**src/rtl/instr_encoder_loader_if.sv**
```systemverilog
// Command and instruction-memory bus between a program host and the encoder/loader.
// slave is the loader's view; master is the host/memory side.
interface instr_encoder_loader_if #(
    parameter int unsigned DEPTH = 64
) ();
    localparam int unsigned COUNT_W = $clog2(DEPTH + 1);

    logic               start;
    logic               cmd_valid;
    logic               cmd_ready;
    logic               cmd_last;
    logic [3:0]         cmd_cond;
    logic [1:0]         cmd_op;
    logic [5:0]         cmd_funct;
    logic [3:0]         cmd_rn;
    logic [3:0]         cmd_rd;
    logic [23:0]        cmd_imm;
    logic               MemWE;
    logic [31:0]        Adr;
    logic [31:0]        WriteData;
    logic               mem_ack;
    logic               cpu_hold;
    logic               done;
    logic               err;
    logic [COUNT_W-1:0] count;

    modport slave (
        input  start, cmd_valid, cmd_last, cmd_cond, cmd_op, cmd_funct, cmd_rn, cmd_rd, cmd_imm,
        input  mem_ack,
        output cmd_ready, MemWE, Adr, WriteData, cpu_hold, done, err, count
    );

    modport master (
        output start, cmd_valid, cmd_last, cmd_cond, cmd_op, cmd_funct, cmd_rn, cmd_rd, cmd_imm,
        output mem_ack,
        input  cmd_ready, MemWE, Adr, WriteData, cpu_hold, done, err, count
    );
endinterface

```
**src/rtl/instr_encoder_loader.sv**
```systemverilog
// Encodes field-level commands into 32-bit ARM-format words and writes them sequentially
// into instruction memory, holding the core idle for the duration of the load.
module instr_encoder_loader #(
    parameter logic [31:0] BASE_ADDR = 32'h0000_0000,
    parameter int unsigned DEPTH     = 64
) (
    input logic                   clk,
    input logic                   reset,
    instr_encoder_loader_if.slave bus
);
    localparam int unsigned COUNT_W = $clog2(DEPTH + 1);
    localparam logic [COUNT_W-1:0] FULL = COUNT_W'(DEPTH);

    typedef enum logic [1:0] {StIdle, StLoad, StWrite, StDone} state_e;

    state_e               state_q, state_d;
    logic [31:0]          adr_q, adr_d;
    logic [31:0]          wdata_q, wdata_d;
    logic [COUNT_W-1:0]   count_q, count_d;
    logic                 err_q, err_d;
    logic                 hold_q, hold_d;
    logic                 done_q, done_d;
    logic                 last_q, last_d;
    logic [31:0]          encoded;
    logic                 accept, legal, full, write_ok, drop;

    assign accept   = (state_q == StLoad) && bus.cmd_valid;
    assign legal    = (bus.cmd_op != 2'b11);
    assign full     = (count_q == FULL);
    assign write_ok = accept && legal && !full;
    assign drop     = accept && (!legal || full);

    always_comb begin
        encoded = '0;
        case (bus.cmd_op)
            2'b00, 2'b01: encoded = {bus.cmd_cond, bus.cmd_op, bus.cmd_funct,
                                     bus.cmd_rn, bus.cmd_rd, bus.cmd_imm[11:0]};
            // Branch: only the link/type bits of funct survive next to the 24-bit offset.
            2'b10:        encoded = {bus.cmd_cond, 2'b10, bus.cmd_funct[5:4], bus.cmd_imm};
            default:      encoded = '0;
        endcase
    end

    always_ff @(posedge clk or negedge reset) begin
        if (!reset) begin
            state_q <= StIdle;
        end else begin
            state_q <= state_d;
        end
    end

    always_comb begin
        state_d = state_q;
        case (state_q)
            StIdle:  if (bus.start) state_d = StLoad;
            StLoad: begin
                if (write_ok) begin
                    state_d = StWrite;
                end else if (drop && bus.cmd_last) begin
                    state_d = StDone;
                end
            end
            StWrite: if (bus.mem_ack) state_d = last_q ? StDone : StLoad;
            StDone:  state_d = StIdle;
            default: state_d = StIdle;
        endcase
    end

    // Decoded from state only so MemWE falls the instant reset is asserted.
    always_comb begin
        bus.cmd_ready = (state_q == StLoad);
        bus.MemWE     = (state_q == StWrite);
    end

    always_comb begin
        adr_d   = adr_q;
        wdata_d = wdata_q;
        count_d = count_q;
        err_d   = err_q;
        hold_d  = hold_q;
        last_d  = last_q;
        done_d  = 1'b0;
        case (state_q)
            StIdle: begin
                if (bus.start) begin
                    adr_d   = BASE_ADDR;
                    count_d = '0;
                    err_d   = 1'b0;
                    hold_d  = 1'b1;
                end
            end
            StLoad: begin
                if (write_ok) begin
                    wdata_d = encoded;
                    last_d  = bus.cmd_last;
                end
                if (drop) begin
                    err_d = 1'b1;
                    if (bus.cmd_last) done_d = 1'b1;
                end
            end
            StWrite: begin
                if (bus.mem_ack) begin
                    adr_d = adr_q + 32'd4;
                    if (!full) count_d = count_q + COUNT_W'(1);
                    if (last_q) done_d = 1'b1;
                end
            end
            StDone:  hold_d = 1'b0;
            default: ;
        endcase
    end

    always_ff @(posedge clk or negedge reset) begin
        if (!reset) begin
            adr_q   <= BASE_ADDR;
            wdata_q <= '0;
            count_q <= '0;
            err_q   <= 1'b0;
            hold_q  <= 1'b0;
            done_q  <= 1'b0;
            last_q  <= 1'b0;
        end else begin
            adr_q   <= adr_d;
            wdata_q <= wdata_d;
            count_q <= count_d;
            err_q   <= err_d;
            hold_q  <= hold_d;
            done_q  <= done_d;
            last_q  <= last_d;
        end
    end

    assign bus.Adr       = adr_q;
    assign bus.WriteData = wdata_q;
    assign bus.count     = count_q;
    assign bus.err       = err_q;
    assign bus.cpu_hold  = hold_q;
    assign bus.done      = done_q;

endmodule
```
**src/flat_wrapper.sv**
```systemverilog
// flat-port wrapper written by rule: the top's interface ports become plain ports
module instr_encoder_loader_flat 
#(
    parameter logic [31:0] BASE_ADDR = 32'h0000_0000,
    parameter int unsigned DEPTH     = 64
)
  (clk, reset, bus_start, bus_cmd_valid, bus_cmd_last, bus_cmd_cond, bus_cmd_op, bus_cmd_funct, bus_cmd_rn, bus_cmd_rd, bus_cmd_imm, bus_mem_ack, bus_cmd_ready, bus_MemWE, bus_Adr, bus_WriteData, bus_cpu_hold, bus_done, bus_err, bus_count);
  instr_encoder_loader_if #(.DEPTH(DEPTH)) bus_i ();
  input logic clk;
  input logic reset;
  input wire logic [$bits(bus_i.start)-1:0] bus_start;
  input wire logic [$bits(bus_i.cmd_valid)-1:0] bus_cmd_valid;
  input wire logic [$bits(bus_i.cmd_last)-1:0] bus_cmd_last;
  input wire logic [$bits(bus_i.cmd_cond)-1:0] bus_cmd_cond;
  input wire logic [$bits(bus_i.cmd_op)-1:0] bus_cmd_op;
  input wire logic [$bits(bus_i.cmd_funct)-1:0] bus_cmd_funct;
  input wire logic [$bits(bus_i.cmd_rn)-1:0] bus_cmd_rn;
  input wire logic [$bits(bus_i.cmd_rd)-1:0] bus_cmd_rd;
  input wire logic [$bits(bus_i.cmd_imm)-1:0] bus_cmd_imm;
  input wire logic [$bits(bus_i.mem_ack)-1:0] bus_mem_ack;
  output wire logic [$bits(bus_i.cmd_ready)-1:0] bus_cmd_ready;
  output wire logic [$bits(bus_i.MemWE)-1:0] bus_MemWE;
  output wire logic [$bits(bus_i.Adr)-1:0] bus_Adr;
  output wire logic [$bits(bus_i.WriteData)-1:0] bus_WriteData;
  output wire logic [$bits(bus_i.cpu_hold)-1:0] bus_cpu_hold;
  output wire logic [$bits(bus_i.done)-1:0] bus_done;
  output wire logic [$bits(bus_i.err)-1:0] bus_err;
  output wire logic [$bits(bus_i.count)-1:0] bus_count;
  assign bus_i.start = bus_start;
  assign bus_i.cmd_valid = bus_cmd_valid;
  assign bus_i.cmd_last = bus_cmd_last;
  assign bus_i.cmd_cond = bus_cmd_cond;
  assign bus_i.cmd_op = bus_cmd_op;
  assign bus_i.cmd_funct = bus_cmd_funct;
  assign bus_i.cmd_rn = bus_cmd_rn;
  assign bus_i.cmd_rd = bus_cmd_rd;
  assign bus_i.cmd_imm = bus_cmd_imm;
  assign bus_i.mem_ack = bus_mem_ack;
  assign bus_cmd_ready = bus_i.cmd_ready;
  assign bus_MemWE = bus_i.MemWE;
  assign bus_Adr = bus_i.Adr;
  assign bus_WriteData = bus_i.WriteData;
  assign bus_cpu_hold = bus_i.cpu_hold;
  assign bus_done = bus_i.done;
  assign bus_err = bus_i.err;
  assign bus_count = bus_i.count;
  instr_encoder_loader #(.BASE_ADDR(BASE_ADDR), .DEPTH(DEPTH)) u_core (.clk(clk), .reset(reset), .bus(bus_i));
endmodule
```
**config.mk**
```make
export PLATFORM = sky130hd
export DESIGN_NAME = instr_encoder_loader_flat
export DESIGN_NICKNAME = d
export VERILOG_FILES = /design/src/rtl/instr_encoder_loader_if.sv /design/src/rtl/instr_encoder_loader.sv /design/src/flat_wrapper.sv
export SDC_FILE = /design/constraint.sdc
export NUM_CORES = 1
export LEC_CHECK = 0
export ABC_AREA = 1
export BUFFER_PORTS_ARGS = -buffer_cell sky130_fd_sc_hd__buf_4
export CAP_MARGIN = 10
export CORE_MARGIN = 3
export CORE_UTILIZATION = 25
export CTS_CLUSTER_DIAMETER = 60
export DETAILED_ROUTE_END_ITERATION = 8
export PLACE_DENSITY = 0.48
export SLEW_MARGIN = 20
export SYNTH_ARGS = -nofsm -noshare
export SYNTH_HDL_FRONTEND = slang
export SYNTH_SLANG_ARGS = --single-unit
```
**constraint.sdc**
```tcl
create_clock -name clk -period 3.4 [get_ports clk]
set_input_delay 0.34 -clock clk [delete_from_list [all_inputs] [get_ports clk]]
set_output_delay 0.34 -clock clk [all_outputs]
set_load 0.005 [all_outputs]
```
==> summary.md <==
| Metric | Value |
|---|---|
| Die Ht | `approximately 130 um` |
| Clock Skew | `around 0.0076 ns` |
| Clk root buf | `clkbuf_16` |
| Element type at the critical path end | `register` |
| Max_slew headroom | `41.70%` |
| Final net count | `746` |
| Worst-Skew Late Latency | `approximately 0.34 ns` |
| Unrepaired setup endpoints after global routing | `no` |
| Uppermost layer routed | `met4` |
| Commonest non-fill, non-tap cell in the layout | `nand2_1` |
| CP Class | `register to register` |
| Synth Area per Inst | `7.270 um2` |
| Count of cell types in the netlist | `37` |
| Hpwl dp | `9162 um` |
| Yosys reg bits | `75` |
| Inserted Clock Buffers | `9` |
| Clk network pwr share | `a little under 30%` |
| CP required | `between 3 and 4 ns` |
| Pre-antenna DRT Iters | `4` |
| Max Transition Viols Final | `0` |
| Total GRT Usage | `14.09%` |
| Sequential power share | `between 30% and 40%` |
| DRT iter0 DRCs | `a little over 200` |
| Layout area overhead | `34.54%` |
| Switching share of power | `approximately a third` |
| Clock Sink Count | `75` |
| GR Overflow Total | `0` |
| Critical Path Fanout Max | `22` |
| Worst Setup Start Kind | `register` |
| Number of hold buffers added after cts | `0` |
| Lkg Pwr | `around 2.8 nW` |
| Vias in the first global route | `4173` |
| Gpl congestion | `0.8374` |
| Largest net degree at the start of global routing | `76` |
| Mapped cell area | `roughly 0.0041 mm2` |
| Die W | `approximately 130 um` |
| Post-CTS Resized | `0` |
| CTS Buffer Depth | `2` |
| Wire per inst | `approximately 14 um` |
| Setup-failing EPs final | `0` |
| # IOs | `~130` |
| Power Dens Cells | `631.6 mW/mm2` |
| Routed via count | `between 4000 and 5000` |
| CTS clock-pin slew for the worst setup and hold paths | `0.06 ns` |
| Max frequency | `approximately 0.37 GHz` |
| Seq/Total Area, Yosys | `between 40% and 50%` |
| First-pass GRT wire length | `slightly above 20000 um` |
| H-tree Lvls | `3` |
| Psw | `around 1.2 mW` |
| Fin Setup TNS | `0 ns` |
| PortBufs | `between 100 and 150` |
| Routed WL | `12490 um` |
| Die ar. | `about 0.018 mm2` |
| Tightest Pin Transition | `a little under 0.9 ns` |
| Final cycle utilization of the critical path | `78.84%` |
| Initial antenna violation count | `0` |
| Met2 Routed Length | `5767 um` |
| Commonest non-fill, non-tap cells in the layout | `188 x nand2_1, 123 x buf_4, 79 x nor2_1` |
| Status | `completed` |
| Worst Hold Class | `input port to async pin` |
| Comb power frac | `around a third` |
| Internal cell power | `around 2.3 mW` |
| Final hold violation count | `0` |
| M1 WL | `between 5000 and 6000 um` |
| Core Util, Final | `34.66%` |
| Arrival time worst endpoint | `around 2.9 ns` |
| RR Endpoint | `u_core.bus.Adr[11]` |
| VDD IR-drop max | `between 0.0002 and 0.0003 V` |
| DRC | `0` |
| Flop2flop setup slack | `0.72 ns` |
| Minimum clock period | `2.681 ns` |
| Metal3 WL | `approximately 1100 um` |
| Layout cells sized above 1 | `a little under a quarter` |
| R2R cell count | `9` |
| Max-cap violations | `0` |
| Vias/cell | `4.443` |
| CTS tree | `built` |
| Std cell rows | `46` |
| Post-CTS setup buffer count | `0` |
| N_diodes | `0` |
| Synth warn | `0` |
| Initial Utilization | `between 20% and 30%` |
| R2r startpoint | `u_core.state_q[0]` |
| Post-Syn Instances | `569` |
| DRT antenna net count | `0` |
| Core Box Area | `between 0.015 and 0.02 mm2` |
==> cell usage after synthesis, drive strengths merged <==
| library cell | instances | area (um2) |
|---|---|---|
| nand2 | 192 | 735.7 |
| nor2 | 86 | 374.1 |
| dfrtp | 75 | 1877 |
| inv | 71 | 266.5 |
| nand3 | 30 | 172.7 |
| a21oi | 24 | 120.1 |
| o21ai | 20 | 100.1 |
| nand4 | 16 | 100.1 |
| buf | 14 | 82.57 |
| o22ai | 12 | 75.07 |
| ha | 7 | 87.58 |
| nor3 | 6 | 30.03 |
| clkbuf | 2 | 17.51 |
| nand3b | 2 | 15.01 |
| or2 | 2 | 12.51 |
| xor2 | 2 | 17.52 |
| a21boi | 1 | 7.510 |
| a22o | 1 | 8.760 |
| a31oi | 1 | 6.260 |
| clkinv | 1 | 3.750 |
| conb | 1 | 3.750 |
| nor3b | 1 | 7.510 |
| o21a | 1 | 7.510 |
| o21bai | 1 | 7.510 |
==> cell families (layout without fill, tap and decap cells) <==
| kind of cell | after synthesis | in the layout | synth area share [%] |
|---|---|---|---|
| buffers and inverters | 88 | 212 | 8.953 |
| other | 1 | 2 | 0.09066 |
| flip-flops | 75 | 75 | 45.37 |
| AND/OR/NAND/NOR | 335 | 335 | 35.00 |
| XOR/XNOR | 2 | 2 | 0.4235 |
| AO/OA/AOI/OAI | 61 | 61 | 8.046 |
| adder cells (fa/ha/maj) | 7 | 7 | 2.117 |
==> flip-flops by register name (all words and copies together), names as in the netlist <==
register              flops
u_core.bus.err            1
u_core.bus.done           1
u_core.last_q             1
u_core.bus.WriteData     32
u_core.bus.cpu_hold       1
u_core.state_q            2
u_core.bus.Adr           30
u_core.bus.count          7
==> layer usage <==
metal | up-vias | global-route usage, %
li1 | 2032 | -
met1 | 1877 | 16.89
met2 | 117 | 22.87
met3 | 17 | 6.148
met4 | 0 | 4.355
met5 | - | 0
==> worst max-delay path: stages, from the launching register on <==
cell	delay [ns]
dfrtp_1	0.42
inv_1	0.12
ha_1	0.74
nand2_1	0.10
nand2_1	0.20
nand2_4	0.18
inv_1	0.31
nand3_1	0.14
o21ai_0	0.23
a21oi_1	0.12
==> area by class of cell <==
type,instances,area (um2)
multi-input combinational,407,1893
clock buffer,12,246.5
fill,1718,10490
tap,216,270.3
timing repair buffer,124,934.6
sequential,75,1877
inverter,72,270.3
clock inverter,4,73.82
==> power by group through the flow <==
| stage | clock [mW] | combinational [mW] | sequential (mW) |
|---|---|---|---|
| 2_1_floorplan | 0 | 0.639 | 1.29 |
| 3_3_place_gp | 0 | 1.18 | 1.30 |
| 3_5_place_dp | 0 | 1.21 | 1.30 |
| 4_1_cts | 1.09 | 1.21 | 1.29 |
| 5_1_grt | 1.12 | 1.34 | 1.32 |
| 6_report | 1.05 | 1.18 | 1.29 |
==> worst max-delay path by stage <==
stage,from,end,slack [ns],cells after the start
2_1_floorplan,u_core.state_q[0],u_core.bus.Adr[4],1.75,8
3_3_place_gp,u_core.state_q[0],u_core.bus.Adr[11],0.80,9
3_5_place_dp,u_core.state_q[0],u_core.bus.Adr[11],0.74,9
4_1_cts,u_core.state_q[0],u_core.bus.Adr[11],0.72,9
5_1_grt,u_core.state_q[0],u_core.bus.Adr[11],0.44,9
6_report,u_core.state_q[0],u_core.bus.Adr[11],0.72,9
==> metrics by stage <==
stage | hold slack, ns | instances | area [um2] | power [mW] | setup WS [ns]
floorplan | 0.04441 | 570 | 4140 | 1.931 | 1.746
global placement | 0.4627 | 894 | 5241 | 2.479 | 0.7988
detailed placement | 0.4683 | 894 | 5241 | 2.503 | 0.7374
CTS | 0.1722 | 910 | 5562 | 3.592 | 0.7160
global route | 0.1022 | 910 | 5565 | 3.780 | 0.4350
finish | 0.04436 | 910 | 5565 | 3.515 | 0.7195
Power figures use the tool's default switching activity.
